File: src/rtl/sh7604_bus_target_pkg.sv
// Shared types for the SH7604 external-bus target.
package sh7604_bus_target_pkg;

  typedef enum logic [1:0] {
    ST_IDLE   = 2'd0,
    ST_ACCESS = 2'd1,
    ST_HOLD   = 2'd2,
    ST_VEC    = 2'd3
  } BusTgtState_t;

endpackage

File: src/rtl/sh7604_bus_target.sv
// SH7604 normal-space bus responder: decodes one CS area, stretches the CPU with
// WAIT_N and turns each bus cycle into one MEM_REQ/MEM_RDY transaction.
module sh7604_bus_target
  import sh7604_bus_target_pkg::*;
#(
  parameter int ADDR_W = 25,
  parameter bit BUS16  = 1'b0
) (
  input  logic                                       CLK,
  input  logic                                       RST_N,
  input  logic                                       CE_R,
  input  logic                                       CE_F,
  input  logic [26:0]                                A,
  input  logic [31:0]                                DO,
  output logic [31:0]                                DI,
  input  logic                                       BS_N,
  input  logic                                       CS_N,
  input  logic                                       RD_WR_N,
  input  logic                                       RD_N,
  input  logic [3:0]                                 WE_N,
  output logic                                       WAIT_N,
  input  logic                                       IVECF_N,
  input  logic [7:0]                                 VEC,
  output logic [(BUS16 ? ADDR_W-1 : ADDR_W-2)-1:0]   MEM_A,
  output logic [31:0]                                MEM_DO,
  output logic [3:0]                                 MEM_BE,
  output logic                                       MEM_WE,
  output logic                                       MEM_REQ,
  input  logic [31:0]                                MEM_DI,
  input  logic                                       MEM_RDY
);

  localparam int MA_W = BUS16 ? ADDR_W-1 : ADDR_W-2;

  BusTgtState_t      state, state_nx;
  logic [31:0]       di_nx, do_nx;
  logic [MA_W-1:0]   a_nx;
  logic [3:0]        be_nx;
  logic              we_nx, req_nx, wait_nx;

  // Lane formatting for the selected port width
  logic [ADDR_W-1:0] a_low;
  logic [MA_W-1:0]   a_dec;
  logic [3:0]        be_wr, be_rd;
  logic [31:0]       do_fmt, di_fmt;
  logic              acc_hit, start;
  logic              unused_pins;

  assign a_low   = A[ADDR_W-1:0];
  assign a_dec   = MA_W'(a_low >> (BUS16 ? 1 : 2));
  assign be_wr   = BUS16 ? {2'b00, ~WE_N[1:0]} : ~WE_N;
  assign be_rd   = BUS16 ? 4'h3 : 4'hF;
  assign do_fmt  = BUS16 ? {16'h0, DO[15:0]} : DO;
  assign di_fmt  = BUS16 ? {16'h0, MEM_DI[15:0]} : MEM_DI;
  assign acc_hit = CE_F && !BS_N && !CS_N;
  assign start   = acc_hit && (state == ST_IDLE || state == ST_HOLD);

  // Strobes kept on the port for pin compatibility but not needed for decode
  assign unused_pins = ^{CE_R, RD_N, A[26:ADDR_W]};

  always_comb begin
    state_nx = state;
    di_nx    = DI;
    do_nx    = MEM_DO;
    a_nx     = MEM_A;
    be_nx    = MEM_BE;
    we_nx    = MEM_WE;
    req_nx   = MEM_REQ;
    wait_nx  = WAIT_N;

    case (state)
      ST_IDLE: begin
        if (!start && CE_F && !BS_N && !IVECF_N) begin
          di_nx    = {24'h0, VEC};
          state_nx = ST_VEC;
        end
      end
      ST_ACCESS: begin
        if (MEM_RDY) begin
          if (!MEM_WE) di_nx = di_fmt;
          req_nx   = 1'b0;
          we_nx    = 1'b0;
          wait_nx  = 1'b1;
          state_nx = ST_HOLD;
        end
      end
      ST_HOLD: begin
        if (!start && CE_F && CS_N) state_nx = ST_IDLE;
      end
      ST_VEC: begin
        if (CE_F && IVECF_N) state_nx = ST_IDLE;
      end
      default: state_nx = ST_IDLE;
    endcase

    // A write with no lane enabled has nothing to do on the memory side
    if (start) begin
      if (RD_WR_N) begin
        a_nx     = a_dec;
        be_nx    = be_rd;
        we_nx    = 1'b0;
        req_nx   = 1'b1;
        wait_nx  = 1'b0;
        state_nx = ST_ACCESS;
      end else if (be_wr == 4'h0) begin
        state_nx = ST_HOLD;
      end else begin
        a_nx     = a_dec;
        be_nx    = be_wr;
        do_nx    = do_fmt;
        we_nx    = 1'b1;
        req_nx   = 1'b1;
        wait_nx  = 1'b0;
        state_nx = ST_ACCESS;
      end
    end
  end

  always_ff @(posedge CLK or negedge RST_N) begin
    if (!RST_N) begin
      state   <= ST_IDLE;
      DI      <= '0;
      MEM_DO  <= '0;
      MEM_A   <= '0;
      MEM_BE  <= '0;
      MEM_WE  <= 1'b0;
      MEM_REQ <= 1'b0;
      WAIT_N  <= 1'b1;
    end else begin
      state   <= state_nx;
      DI      <= di_nx;
      MEM_DO  <= do_nx;
      MEM_A   <= a_nx;
      MEM_BE  <= be_nx;
      MEM_WE  <= we_nx;
      MEM_REQ <= req_nx;
      WAIT_N  <= wait_nx;
    end
  end

endmodule
File: config.mk
export PLATFORM = sky130hd
export DESIGN_NAME = sh7604_bus_target
export DESIGN_NICKNAME = d
export VERILOG_FILES = /design/src/rtl/sh7604_bus_target_pkg.sv /design/src/rtl/sh7604_bus_target.sv
export SDC_FILE = /design/constraint.sdc
export NUM_CORES = 1
export LEC_CHECK = 0
export CORE_MARGIN = 2
export CORE_UTILIZATION = 43
export DETAILED_ROUTE_END_ITERATION = 8
export GPL_TIMING_DRIVEN = 0
export PLACE_DENSITY = 0.86
export SLEW_MARGIN = 20
export SYNTH_ARGS = -nofsm -noshare
export SYNTH_HDL_FRONTEND = slang
export SYNTH_SLANG_ARGS = --single-unit
File: constraint.sdc
create_clock -name CLK -period 3.5 [get_ports CLK]
set_clock_uncertainty 0.2 [all_clocks]
set_input_delay 0.35 -clock CLK [delete_from_list [all_inputs] [get_ports CLK]]
set_output_delay 0.35 -clock CLK [all_outputs]
set_load 0.05 [all_outputs]
==> qor_table.md <==
| Item | Value |
|:---|:---|
| Unrepaired setup endpoints after global routing | no |
| Worst setup path class | in2reg |
| Chip width | 101 um |
| Filler cells | 659 |
| Initial core utilization | 44.1% |
| Root buffer selected by CTS | sky130_fd_sc_hd__clkbuf_8 |
| Total global-route track usage | 19.7% |
| Element type at the critical path start | input port |
| Top cell types by occurrence after synthesis | 95 x sky130_fd_sc_hd__dfrtp_1, 60 x sky130_fd_sc_hd__nand2_1, 46 x sky130_fd_sc_hd__mux2_4 |
| CTS Buffer Depth | 2 |
| Number of buffers inserted by hold repair at cts | 1 |
| Cell type with the highest aggregate area in the netlist | sky130_fd_sc_hd__dfrtp_1 |
| Number of warnings printed during yosys synthesis | 0 |
| DR vias/cell | 4.94 |
| Total count of max-transition violations in the final report | 0 |
| 1st-iter DRT viols | 75 |
| Peak supply drop | 0.561 mV |
| Total of cells resized after clock tree synthesis | 0 |
| Clock transition time at the flip-flop clock pins of the worst setup and hold paths | 90 ps |
| Antenna violations before repair | 0 |
| Total iterations of the first detailed-routing run | 6 |
| Die H | 101 um |
| CTS tree | done |
| Most numerous cell in the Yosys netlist | sky130_fd_sc_hd__dfrtp_1 |
| Fraction of final layout cells sized beyond drive strength 1 | 15.9% |
| Remaining antenna violation count after routing | 0 |
| Maximum fanout along the worst path | 10 |
| Leakage | 2.82 nW |
| Power density over the cells | 1000 nW/um^2 |
| Minimum period implied by the final worst setup slack | 2360 ps |
| I/O pin cnt | 207 |
| Top_reg_cell synth | sky130_fd_sc_hd__dfrtp_1 |
| Layout overhead on the synthesized area | 59.5% |
| Maximum number of pins on one net before global-route repair | 65 |
| Data required time of the critical path | 3510 ps |
| Number of flops mapped to enable cells by yosys | 0 |
| Least setup slack across all paths after layout | 1140 ps |
| Arrival @ worst endpoint | 2380 ps |
| Antenna cell count | 0 |
| Post-synth ARST share | 100% |
| Share of the synthesized area in the top cell type | 58.7% |
| H-Tree Level Count | 3 |
| DP Worst Slack | 827 ps |
| Path type of the worst min-delay path | in2async |
| Number of clock sinks | 96 |
| Worst max-slew margin expressed relative to the limit | 58.0% |
| Max cap viols | 0 |
| Number of unique standard cell types used by synthesis | 33 |
| Post-Syn Area | 4050 sq um |
| Final-stage net count | 630 |
| Drt wl/cell | 16.3 um |
| Num CTS Buffers | 9 |
| Hold Fails Final Rpt | 0 |
| Worst reg-to-reg setup slack | 1190 ps |
| WL final | 10300 um |
| Clock insertion delay at the later pin of the skew report | 330 ps |
| Post CTS Setup Buffer Count | 0 |
| Post-route design area | 6460 sq um |
| Measured slew at the worst slew-check pin | 627 ps |
| DRC violations left | 0 |
| Setup violations, final | 0 |
| Post-synthesis average cell area | 13.3 sq um |
| GRT Residual Overflow | 0 |
| Overall die area | 10200 sq um |
| Achievable clock frequency | 0.423 GHz |
| Run status | completed |
| Routability cong. | 0.809 |
| Number of buffer cells added on primary ports | 200 |
| Total cell area at the placement stage | 6220 sq um |
| Synthesis-stage register bit count | 96 |
| Synth top area cells | sky130_fd_sc_hd__dfrtp_1 59%, sky130_fd_sc_hd__mux2_4 17%, sky130_fd_sc_hd__nand2_1 5.6% |
| Post-DP HPWL | 7860 um |
| Via count of the first global-routing pass | 3246 |
| Fraction of the yosys area taken by sequential cells | 59.3% |
| Num rows | 35 |
| Critical path endpoint category | flip-flop |
| Area of the placeable core | 9200 sq um |
| Syn_nets | 417 |
| Wire length of the first global-routing pass | 15900 um |
| Synthesized netlist cell count | 304 |
| Post-route clock period utilization | 67.5% |
| Routed via count | 3120 |
[flip-flops by register name, indices dropped and copies added (netlist names)]
register and count:
DI 32, MEM_DO 32, MEM_A 23, MEM_BE 4, state 2, MEM_REQ 1
MEM_WE 1, WAIT_N 1
[worst max-delay path: stages]
cell	delay, ps
sky130_fd_sc_hd__clkdlybuf4s50_1	570
sky130_fd_sc_hd__nor4b_4	570
sky130_fd_sc_hd__nand2_4	120
sky130_fd_sc_hd__nor2_4	240
sky130_fd_sc_hd__buf_8	200
sky130_fd_sc_hd__mux2_4	310
[metal layers]
layer	track usage [%]	routed length, um	vias up
met2	35.4	5240	128
li1	-	-	1465
met1	23.1	4100	1512
met4	5.61	159	0
met3	5.13	763	15
met5	0	0	-
[worst paths after layout]
path	from	end	cells after the start
min reg2reg	WAIT_N	WAIT_N	2
max	CE_F	MEM_DO[1]	6
max in group asynchronous	RST_N	DI[20]	3
min	RST_N	MEM_DO[20]	2
min in group CLK	WAIT_N	WAIT_N	2
max reg2reg	state[0]	MEM_DO[1]	5
[cell usage in the layout (no fill, tap or decap), types with 2 or more instances in the layout]
master,synthesis,routed
sky130_fd_sc_hd__a21oi_1,5,5
sky130_fd_sc_hd__a22o_1,2,2
sky130_fd_sc_hd__buf_6,2,3
sky130_fd_sc_hd__buf_8,3,3
sky130_fd_sc_hd__bufinv_16,0,2
sky130_fd_sc_hd__clkbuf_1,10,10
sky130_fd_sc_hd__clkbuf_8,0,11
sky130_fd_sc_hd__clkdlybuf4s50_1,0,199
sky130_fd_sc_hd__clkinv_4,0,2
sky130_fd_sc_hd__dfrtp_1,95,95
sky130_fd_sc_hd__inv_1,2,2
sky130_fd_sc_hd__mux2_2,9,9
sky130_fd_sc_hd__mux2_4,46,46
sky130_fd_sc_hd__mux2i_1,9,9
sky130_fd_sc_hd__nand2_1,60,60
sky130_fd_sc_hd__nand2b_1,3,3
sky130_fd_sc_hd__nand3_1,3,3
sky130_fd_sc_hd__nor2_1,3,3
sky130_fd_sc_hd__o21ai_0,32,32
sky130_fd_sc_hd__o22a_1,2,2
sky130_fd_sc_hd__or2b_1,2,2
[where the power goes]
part           total [mW]  leakage, nW  switching [mW]  internal [mW]
Clock               0.802        0.116           0.361          0.441
Sequential           1.90         1.19           0.294           1.60
Combinational        3.76         1.52            2.34           1.42
Total                6.46         2.82            3.00           3.47
[metrics by stage]
stage | instances | hold slack (ps) | utilization (%) | TNS (ps) | total power, mW
floorplan | 304 | -146 | - | 0 | 4.34
global placement | 615 | 262 | 67.3 | -137590 | 5.61
detailed placement | 616 | 54.9 | 67.6 | 0 | 5.69
CTS | 632 | 248 | 70.2 | 0 | 6.51
global route | 632 | 262 | 70.2 | 0 | 6.73
finish | 632 | 258 | 70.2 | 0 | 6.46
[logic make-up (layout without fill, tap and decap cells)]
group                  Yosys count  after routing  synth area share, %
buffers and inverters           18            235                 2.87
flip-flops                      96             96                 59.3
AO/OA/AOI/OAI                   48             48                 7.07
multiplexers                    64             64                 21.8
AND/OR/NAND/NOR                 78             78                 8.96
[layout make-up]
cell class | instances | area (sq um) | share of cell area, %
well taps | 111 | 139 | 2.15
clock inverters | 4 | 77.6 | 1.20
inverters | 2 | 7.51 | 0.116
plain buffers | 16 | 109 | 1.69
repair buffers | 202 | 2040 | 31.6
clock buffers | 11 | 151 | 2.34
multi-input cells | 190 | 1530 | 23.7
flip-flops and latches | 96 | 2400 | 37.2
Note: power is estimated with default switching activity, not from simulation.
